--- config.mk ---
export PLATFORM = sky130hd
export DESIGN_NAME = rc5_s_table_arbiter_flat
export DESIGN_NICKNAME = d
export VERILOG_FILES = /design/src/rtl/rc5_s_table_arbiter_pkg.sv /design/src/rtl/rc5_s_table_arbiter_if.sv /design/src/rtl/rc5_s_table_arbiter_ram.sv /design/src/rtl/rc5_s_table_arbiter.sv /design/src/flat_wrapper.sv
export SDC_FILE = /design/constraint.sdc
export NUM_CORES = 2
export LEC_CHECK = 0
export ABC_CLOCK_PERIOD_IN_PS = 4950
export BUFFER_PORTS_ARGS = -buffer_cell sky130_fd_sc_hd__buf_2
export CAP_MARGIN = 20
export CORE_ASPECT_RATIO = 1.1
export CORE_MARGIN = 2
export CORE_UTILIZATION = 45
export CTS_BUF_LIST = sky130_fd_sc_hd__clkbuf_8
export CTS_CLUSTER_DIAMETER = 150
export DETAILED_ROUTE_END_ITERATION = 12
export REMOVE_ABC_BUFFERS = 1
export SLEW_MARGIN = 10
export SYNTH_ARGS = -nofsm -noshare
export SYNTH_HDL_FRONTEND = slang
export SYNTH_HIERARCHICAL = 1
export SYNTH_SLANG_ARGS = --single-unit
--- constraint.sdc ---
create_clock -name clk -period 4.95 [get_ports clk]
set_input_delay 1.2375 -clock clk [delete_from_list [all_inputs] [get_ports clk]]
set_output_delay 1.2375 -clock clk [all_outputs]
set_load 0.1 [all_outputs]
--- src/rtl/rc5_s_table_arbiter_pkg.sv ---
// Shared definitions for the RC5 expanded-key table and its arbiter:
// FSM state encoding, requester indices and table geometry helpers.
package rc5_s_table_arbiter_pkg;

  localparam int W_DEFAULT = 32;
  localparam int R_DEFAULT = 12;

  // Requester indices into iReq / oGnt.
  localparam int REQ_CIPHER   = 0;
  localparam int REQ_DECIPHER = 1;

  typedef enum logic [1:0] {
    KEY_LOAD = 2'd0,
    IDLE     = 2'd1,
    GRANT_C  = 2'd2,
    GRANT_D  = 2'd3
  } stateT;

  // Table depth: two words per round plus the pre-whitening pair.
  function automatic int tDepth(input int rounds);
    return 2 * (rounds + 1);
  endfunction

  function automatic int tLength(input int rounds);
    return $clog2(tDepth(rounds));
  endfunction

endpackage

--- src/rtl/rc5_s_table_arbiter_if.sv ---
// Bus between the S-table arbiter and its clients: key-expansion write/read
// side plus the two round-engine request/address/data channels.
interface rc5_s_table_arbiter_if
  import rc5_s_table_arbiter_pkg::*;
#(
  parameter int W = W_DEFAULT,
  parameter int R = R_DEFAULT
);

  localparam int T_LENGTH = tLength(R);

  // Key-expansion side
  logic                iKey_start;
  logic                iKey_we;
  logic [T_LENGTH-1:0] iKey_waddr;
  logic [W-1:0]        iKey_wdata;
  logic [T_LENGTH-1:0] iKey_raddr;
  logic                iKey_done;
  logic                oKey_valid;

  // Round-engine side
  logic [1:0]          iReq;
  logic [T_LENGTH-1:0] iAddr1_c;
  logic [T_LENGTH-1:0] iAddr2_c;
  logic [T_LENGTH-1:0] iAddr1_d;
  logic [T_LENGTH-1:0] iAddr2_d;
  logic [1:0]          oGnt;
  logic [W-1:0]        oS_sub_i1;
  logic [W-1:0]        oS_sub_i2;

  // Clients (key expansion + engines)
  modport master (
    output iKey_start, iKey_we, iKey_waddr, iKey_wdata, iKey_raddr, iKey_done,
    output iReq, iAddr1_c, iAddr2_c, iAddr1_d, iAddr2_d,
    input  oKey_valid, oGnt, oS_sub_i1, oS_sub_i2
  );

  // Arbiter
  modport slave (
    input  iKey_start, iKey_we, iKey_waddr, iKey_wdata, iKey_raddr, iKey_done,
    input  iReq, iAddr1_c, iAddr2_c, iAddr1_d, iAddr2_d,
    output oKey_valid, oGnt, oS_sub_i1, oS_sub_i2
  );

endinterface

--- src/rtl/rc5_s_table_arbiter_ram.sv ---
// T x W key table: one write port, two synchronous read ports with
// enables. Out-of-range reads return zero; out-of-range writes are dropped.
module rc5_s_ram #(
  parameter int W  = 32,
  parameter int T  = 26,
  parameter int AW = 5
) (
  input  logic          clk,
  input  logic          rst,
  input  logic          we,
  input  logic [AW-1:0] waddr,
  input  logic [W-1:0]  wdata,
  input  logic          rdEn1,
  input  logic [AW-1:0] raddr1,
  input  logic          rdEn2,
  input  logic [AW-1:0] raddr2,
  output logic [W-1:0]  rdata1,
  output logic [W-1:0]  rdata2
);

  localparam logic [AW:0] DEPTH = (AW + 1)'(T);

  logic [W-1:0] mem [T];

  logic wInRange;
  logic r1InRange;
  logic r2InRange;

  assign wInRange  = {1'b0, waddr}  < DEPTH;
  assign r1InRange = {1'b0, raddr1} < DEPTH;
  assign r2InRange = {1'b0, raddr2} < DEPTH;

  // Table storage write.
  // NOTE: the storage array sits in its own block with no reset so it maps
  // onto RAM; only the read registers below are cleared by rst.
  always_ff @(posedge clk) begin
    if (we && wInRange) begin
      mem[waddr] <= wdata;
    end
  end

  // Registered read ports; hold their value when not enabled.
  // NOTE: non-blocking assignments here and in the write block give
  // read-before-write on a same-address collision without extra logic.
  always_ff @(posedge clk) begin
    if (rst) begin
      rdata1 <= '0;
      rdata2 <= '0;
    end else begin
      if (rdEn1) rdata1 <= r1InRange ? mem[raddr1] : '0;
      if (rdEn2) rdata2 <= r2InRange ? mem[raddr2] : '0;
    end
  end

endmodule

--- src/rtl/rc5_s_table_arbiter.sv ---
// Owns the RC5 S table, lets key expansion fill it, then shares it between
// the cipher and decipher round engines with a round-robin, hold-until-
// release grant. A new key request during a grant waits for the release.
module rc5_s_table_arbiter
  import rc5_s_table_arbiter_pkg::*;
#(
  parameter int W = W_DEFAULT,
  parameter int R = R_DEFAULT
) (
  input logic                  clk,
  input logic                  rst,
  rc5_s_table_arbiter_if.slave bus
);

  localparam int T        = tDepth(R);
  localparam int T_LENGTH = tLength(R);

  stateT      state, stateNxt;
  logic [1:0] gnt, gntNxt;
  logic       keyValid, keyValidNxt;
  logic       rLast, rLastNxt;
  logic       rKeyPend, rKeyPendNxt;

  logic                rdEn1, rdEn2;
  logic [T_LENGTH-1:0] raddr1, raddr2;
  logic                ramWe;
  logic                takeDecipher;

  // Both engines asking: serve the one that did not go last.
  assign takeDecipher = bus.iReq[REQ_DECIPHER] &&
                        (!bus.iReq[REQ_CIPHER] || (rLast == 1'b0));

  // Control registers.
  always_ff @(posedge clk) begin
    if (rst) begin
      state    <= KEY_LOAD;
      gnt      <= '0;
      keyValid <= 1'b0;
      rLast    <= 1'b1;
      rKeyPend <= 1'b0;
    end else begin
      state    <= stateNxt;
      gnt      <= gntNxt;
      keyValid <= keyValidNxt;
      rLast    <= rLastNxt;
      rKeyPend <= rKeyPendNxt;
    end
  end

  // Next-state and registered-output decode.
  // NOTE: every output of this block takes its hold value first, so no
  // branch can leave one unassigned and infer a latch.
  always_comb begin
    stateNxt    = state;
    gntNxt      = gnt;
    keyValidNxt = keyValid;
    rLastNxt    = rLast;
    rKeyPendNxt = rKeyPend;
    case (state)
      KEY_LOAD: begin
        if (bus.iKey_done) begin
          stateNxt    = IDLE;
          keyValidNxt = 1'b1;
        end
      end
      IDLE: begin
        if (rKeyPend || bus.iKey_start) begin
          stateNxt    = KEY_LOAD;
          keyValidNxt = 1'b0;
          rKeyPendNxt = 1'b0;
        end else if (takeDecipher) begin
          stateNxt = GRANT_D;
          gntNxt   = 2'b10;
        end else if (bus.iReq[REQ_CIPHER]) begin
          stateNxt = GRANT_C;
          gntNxt   = 2'b01;
        end
      end
      GRANT_C: begin
        if (bus.iKey_start) rKeyPendNxt = 1'b1;
        if (!bus.iReq[REQ_CIPHER]) begin
          stateNxt = IDLE;
          gntNxt   = '0;
          rLastNxt = 1'b0;
        end
      end
      GRANT_D: begin
        if (bus.iKey_start) rKeyPendNxt = 1'b1;
        if (!bus.iReq[REQ_DECIPHER]) begin
          stateNxt = IDLE;
          gntNxt   = '0;
          rLastNxt = 1'b1;
        end
      end
      default: stateNxt = KEY_LOAD;
    endcase
  end

  // Read-address mux: key expansion owns port 1 while loading, the granted
  // engine owns both ports; in IDLE the read registers hold.
  always_comb begin
    rdEn1  = 1'b0;
    rdEn2  = 1'b0;
    raddr1 = '0;
    raddr2 = '0;
    case (state)
      KEY_LOAD: begin
        rdEn1  = 1'b1;
        raddr1 = bus.iKey_raddr;
      end
      GRANT_C: begin
        rdEn1  = 1'b1;
        rdEn2  = 1'b1;
        raddr1 = bus.iAddr1_c;
        raddr2 = bus.iAddr2_c;
      end
      GRANT_D: begin
        rdEn1  = 1'b1;
        rdEn2  = 1'b1;
        raddr1 = bus.iAddr1_d;
        raddr2 = bus.iAddr2_d;
      end
      default: ;
    endcase
  end

  // The table is only writable while a key is being loaded.
  assign ramWe = bus.iKey_we && (state == KEY_LOAD);

  rc5_s_ram #(
    .W  (W),
    .T  (T),
    .AW (T_LENGTH)
  ) uRam (
    .clk    (clk),
    .rst    (rst),
    .we     (ramWe),
    .waddr  (bus.iKey_waddr),
    .wdata  (bus.iKey_wdata),
    .rdEn1  (rdEn1),
    .raddr1 (raddr1),
    .rdEn2  (rdEn2),
    .raddr2 (raddr2),
    .rdata1 (bus.oS_sub_i1),
    .rdata2 (bus.oS_sub_i2)
  );

  assign bus.oGnt       = gnt;
  assign bus.oKey_valid = keyValid;

endmodule
--- src/flat_wrapper.sv ---
// flat-port wrapper written by rule: the top's interface ports become plain ports
module rc5_s_table_arbiter_flat import rc5_s_table_arbiter_pkg::*;
#(
  parameter int W = W_DEFAULT,
  parameter int R = R_DEFAULT
)
  (clk, rst, bus_iKey_start, bus_iKey_we, bus_iKey_waddr, bus_iKey_wdata, bus_iKey_raddr, bus_iKey_done, bus_iReq, bus_iAddr1_c, bus_iAddr2_c, bus_iAddr1_d, bus_iAddr2_d, bus_oKey_valid, bus_oGnt, bus_oS_sub_i1, bus_oS_sub_i2);
  rc5_s_table_arbiter_if #(.W(W), .R(R)) bus_i ();
  input logic clk;
  input logic rst;
  input wire logic [$bits(bus_i.iKey_start)-1:0] bus_iKey_start;
  input wire logic [$bits(bus_i.iKey_we)-1:0] bus_iKey_we;
  input wire logic [$bits(bus_i.iKey_waddr)-1:0] bus_iKey_waddr;
  input wire logic [$bits(bus_i.iKey_wdata)-1:0] bus_iKey_wdata;
  input wire logic [$bits(bus_i.iKey_raddr)-1:0] bus_iKey_raddr;
  input wire logic [$bits(bus_i.iKey_done)-1:0] bus_iKey_done;
  input wire logic [$bits(bus_i.iReq)-1:0] bus_iReq;
  input wire logic [$bits(bus_i.iAddr1_c)-1:0] bus_iAddr1_c;
  input wire logic [$bits(bus_i.iAddr2_c)-1:0] bus_iAddr2_c;
  input wire logic [$bits(bus_i.iAddr1_d)-1:0] bus_iAddr1_d;
  input wire logic [$bits(bus_i.iAddr2_d)-1:0] bus_iAddr2_d;
  output wire logic [$bits(bus_i.oKey_valid)-1:0] bus_oKey_valid;
  output wire logic [$bits(bus_i.oGnt)-1:0] bus_oGnt;
  output wire logic [$bits(bus_i.oS_sub_i1)-1:0] bus_oS_sub_i1;
  output wire logic [$bits(bus_i.oS_sub_i2)-1:0] bus_oS_sub_i2;
  assign bus_i.iKey_start = bus_iKey_start;
  assign bus_i.iKey_we = bus_iKey_we;
  assign bus_i.iKey_waddr = bus_iKey_waddr;
  assign bus_i.iKey_wdata = bus_iKey_wdata;
  assign bus_i.iKey_raddr = bus_iKey_raddr;
  assign bus_i.iKey_done = bus_iKey_done;
  assign bus_i.iReq = bus_iReq;
  assign bus_i.iAddr1_c = bus_iAddr1_c;
  assign bus_i.iAddr2_c = bus_iAddr2_c;
  assign bus_i.iAddr1_d = bus_iAddr1_d;
  assign bus_i.iAddr2_d = bus_iAddr2_d;
  assign bus_oKey_valid = bus_i.oKey_valid;
  assign bus_oGnt = bus_i.oGnt;
  assign bus_oS_sub_i1 = bus_i.oS_sub_i1;
  assign bus_oS_sub_i2 = bus_i.oS_sub_i2;
  rc5_s_table_arbiter #(.W(W), .R(R)) u_core (.clk(clk), .rst(rst), .bus(bus_i));
endmodule
==> impl_metrics.tcl <==
set metrics [dict create \
    r2r.worst_path.cells 7 \
    cts_tree "done" \
    hold_viol_final 0 \
    final_cell_count_no_fill 3849 \
    endpoint "u_core/uRam/rdata2[2]$_SDFFE_PP0P_" \
    htree_levels 4 \
    area_growth_pct 13.80 \
    fin_nets 2603 \
    power.leakage_uw 0.01514 \
    drv_slew 0 \
    place_area_mm2 0.04394 \
    final-seq-area_mm2 0.02641 \
    grt.total_usage_pct 28.00 \
    wl_per_cell_um 33.94 \
    cp.required_ns 5.68 \
    grt-ovfl-total 0 \
    gp_congestion 0.8260 \
    path_clk_slew_ns 0.06 \
    critPathArrivalTime_ns 4.63 \
    rsz0062_at_grt "false" \
    tns_ns 0 \
    timing.hold.ws_ns 0.4473 \
    die_y_um 321.6 \
    postLayoutCellArea_mm2 0.04696 \
    post_cts_resized 0 \
    netlist_top_cells_area "edfxtp_1 (61%), mux4_2 (18%), dfxtp_1 (3.4%), mux2_2 (2.6%), mux2i_1 (1.9%)" \
    cp-end-kind "register" \
    yosysSeqAreaShare_pct 63.99 \
    yosysMostFrequentCell "edfxtp_1" \
    syn_area_mm2 0.04126 \
    finClkSkew_ns 0.03851 \
    synth-main-ff-cell "edfxtp_1" \
    crit_slowest_cell "dfxtp_1" \
    path_class "register to register" \
    max_slew.worst_pin.slew_ns 0.8846 \
    synth_cell_type_count 55 \
    cts_setup_buffers 0 \
    ys_warn_count 6 \
    placedCellCount 3558 \
    critPathLaunch "u_core/state[1]$_SDFFE_PP0P_" \
    grt_pass1_wl_um 186300 \
    vdd_ir_drop_max_mv 0.2781 \
    rrSetupSlack_ns 1.05 \
    power.density_mw_per_mm2 365.9 \
    die_w_um 292.7 \
    crit_cells 7 \
    grt_pass1_vias 26280 \
    syn_area_per_cell_um2 17.92 \
    cts.sinks 903 \
    critPathTopFamily "simple AND/OR/NAND/NOR gates" \
    grt_max_degree 99 \
    synth_area_leader_cell "edfxtp_1" \
    cts-root-buf "clkbuf_8" \
    hpwl_um 75340 \
    io_pins 136 \
    post-route-min-period_ns 3.899 \
    drc 0 \
    first_iter_violations 2873 \
    crit_chain "inv_1, nor2_4, nor2b_4, buf_4, nand2_1, and3_1, o31ai_1" \
    fillerInstances 7361 \
    drt.antenna.violating_nets 0 \
    setup_viol_count_final 0 \
    synth-edff-count 832 \
    drt-vias-per-instance 6.569 \
    clock_latency_ns 0.85 \
    cts_hold_buf 0 \
    vias 25290 \
    r2r_start "u_core/state[1]$_SDFFE_PP0P_" \
    cp_max_fo 22 \
    hp-class "register to register" \
    r2r_end "u_core/uRam/rdata2[2]$_SDFFE_PP0P_" \
    dr.pass1.iters 5 \
    maxSlewHeadroom_pct 39.50 \
    async_flop_share_pct 0 \
    outcome "finished clean" \
    core_area_mm2 0.09100 \
    antenna_found_initial 7 \
    ys_top_cells_by_count "edfxtp_1 (832), mux4_2 (336), mux2_2 (94)" \
    yosysTopAreaCellShare_pct 60.55 \
    maxCapViolCount 0 \
    multiInputGateArea_mm2 0.01412 \
    cts-buffers-inserted 154 \
    portBuffers 135 \
    fin_crit_sh_pct 78.77 \
    fp-row-count 116 \
    max_stage_delay_ns 0.90 \
    path_buf_inv 2 \
    cts_buffer_depth 3 \
    die-area_mm2 0.09414 \
    synth_cells 2303 \
    start_util_pct 45.34 \
    startpoint_type "register" \
    synth_seq_cells 903 \
    drive_gt1_share_pct 36.18 \
    drt-total-wl_um 130600 \
    max_freq_ghz 0.2565 \
]
## cell families after synthesis
| family | count (synthesis) | share of synthesized area [%] |
|---|---|---|
| flops | 903 | 63.99 |
| compound gates | 334 | 6.016 |
| simple gates | 365 | 4.542 |
| buf+inv | 192 | 2.629 |
| mux | 509 | 22.82 |
## worst min-delay path by stage
stage                     depth (start not counted)                           startpoint                                  end
final                                             2   u_core/uRam/rdata2[3]$_SDFFE_PP0P_   u_core/uRam/rdata2[3]$_SDFFE_PP0P_
after global routing                              2  u_core/uRam/rdata2[29]$_SDFFE_PP0P_  u_core/uRam/rdata2[29]$_SDFFE_PP0P_
after CTS                                         2   u_core/uRam/rdata2[3]$_SDFFE_PP0P_   u_core/uRam/rdata2[3]$_SDFFE_PP0P_
after detailed placement                          2   u_core/uRam/rdata2[3]$_SDFFE_PP0P_   u_core/uRam/rdata2[3]$_SDFFE_PP0P_
after global placement                            2   u_core/uRam/rdata2[2]$_SDFFE_PP0P_   u_core/uRam/rdata2[2]$_SDFFE_PP0P_
after floorplan                                   2         u_core/rKeyPend$_SDFFE_PP0P_         u_core/rKeyPend$_SDFFE_PP0P_
## area by class of cell
cell class	instances	share of cell area, %
Inverter	5	0.03997
Antenna cell	2	0.01066
Sequential cell	903	56.23
Clock buffer	170	4.983
Timing Repair Buffer	262	4.082
Tap cell	1180	3.144
Multi-Input combinational cell	1208	30.08
Clock inverter	119	1.426
## state kept, by name, summed over array words and instances (netlist names)
register               flops
u_core/bus.oKey_valid      1
u_core/rKeyPend            1
u_core/uRam/mem          832
u_core/rLast               1
u_core/uRam/rdata1        32
u_core/uRam/rdata2        32
u_core/bus.oGnt            2
u_core/state               2
## placed cells by master (no fill, tap or decap), types with 64 or more instances in the layout
master,instances
a221oi_1,82
a22oi_1,64
buf_2,135
buf_4,104
clkbuf_8,170
dfxtp_1,71
edfxtp_1,832
mux2_2,94
mux2i_1,79
mux4_2,336
nand2_1,86
## tightest hold or removal path, stage by stage, from the launching register on
cell     delay, ns
dfxtp_1       0.32
nand2_1       0.05
o31ai_1       0.05
## through the flow
stage | total power (µW) | worst slack (ns) | utilization [%]
final | 17180 | 1.051 | 51.60
after detailed placement | 10810 | 0.7643 | 48.29
after global placement | 10790 | 0.7147 | 48.29
after global routing | 17740 | 0.8227 | 51.60
after floorplan | 10680 | -21.30 | -
after CTS | 17290 | 1.035 | 51.59
## metal layers
metal  wire length [µm]  track usage, %  vias to the layer above
li1                   -               -                    10270
met1              48110           34.78                    13300
met2              65820           47.91                     1376
met3              10780           4.968                      337
met4               5925           12.92                        0
met5                  0               0                        -
## power breakdown
group / internal (µW) / switching, µW / leakage, µW
Clock: 3370 / 3160 / 0.00176
Sequential: 8420 / 88.5 / 0.00807
Combinational: 724 / 1430 / 0.00530
(Power assumes the default switching activity.)
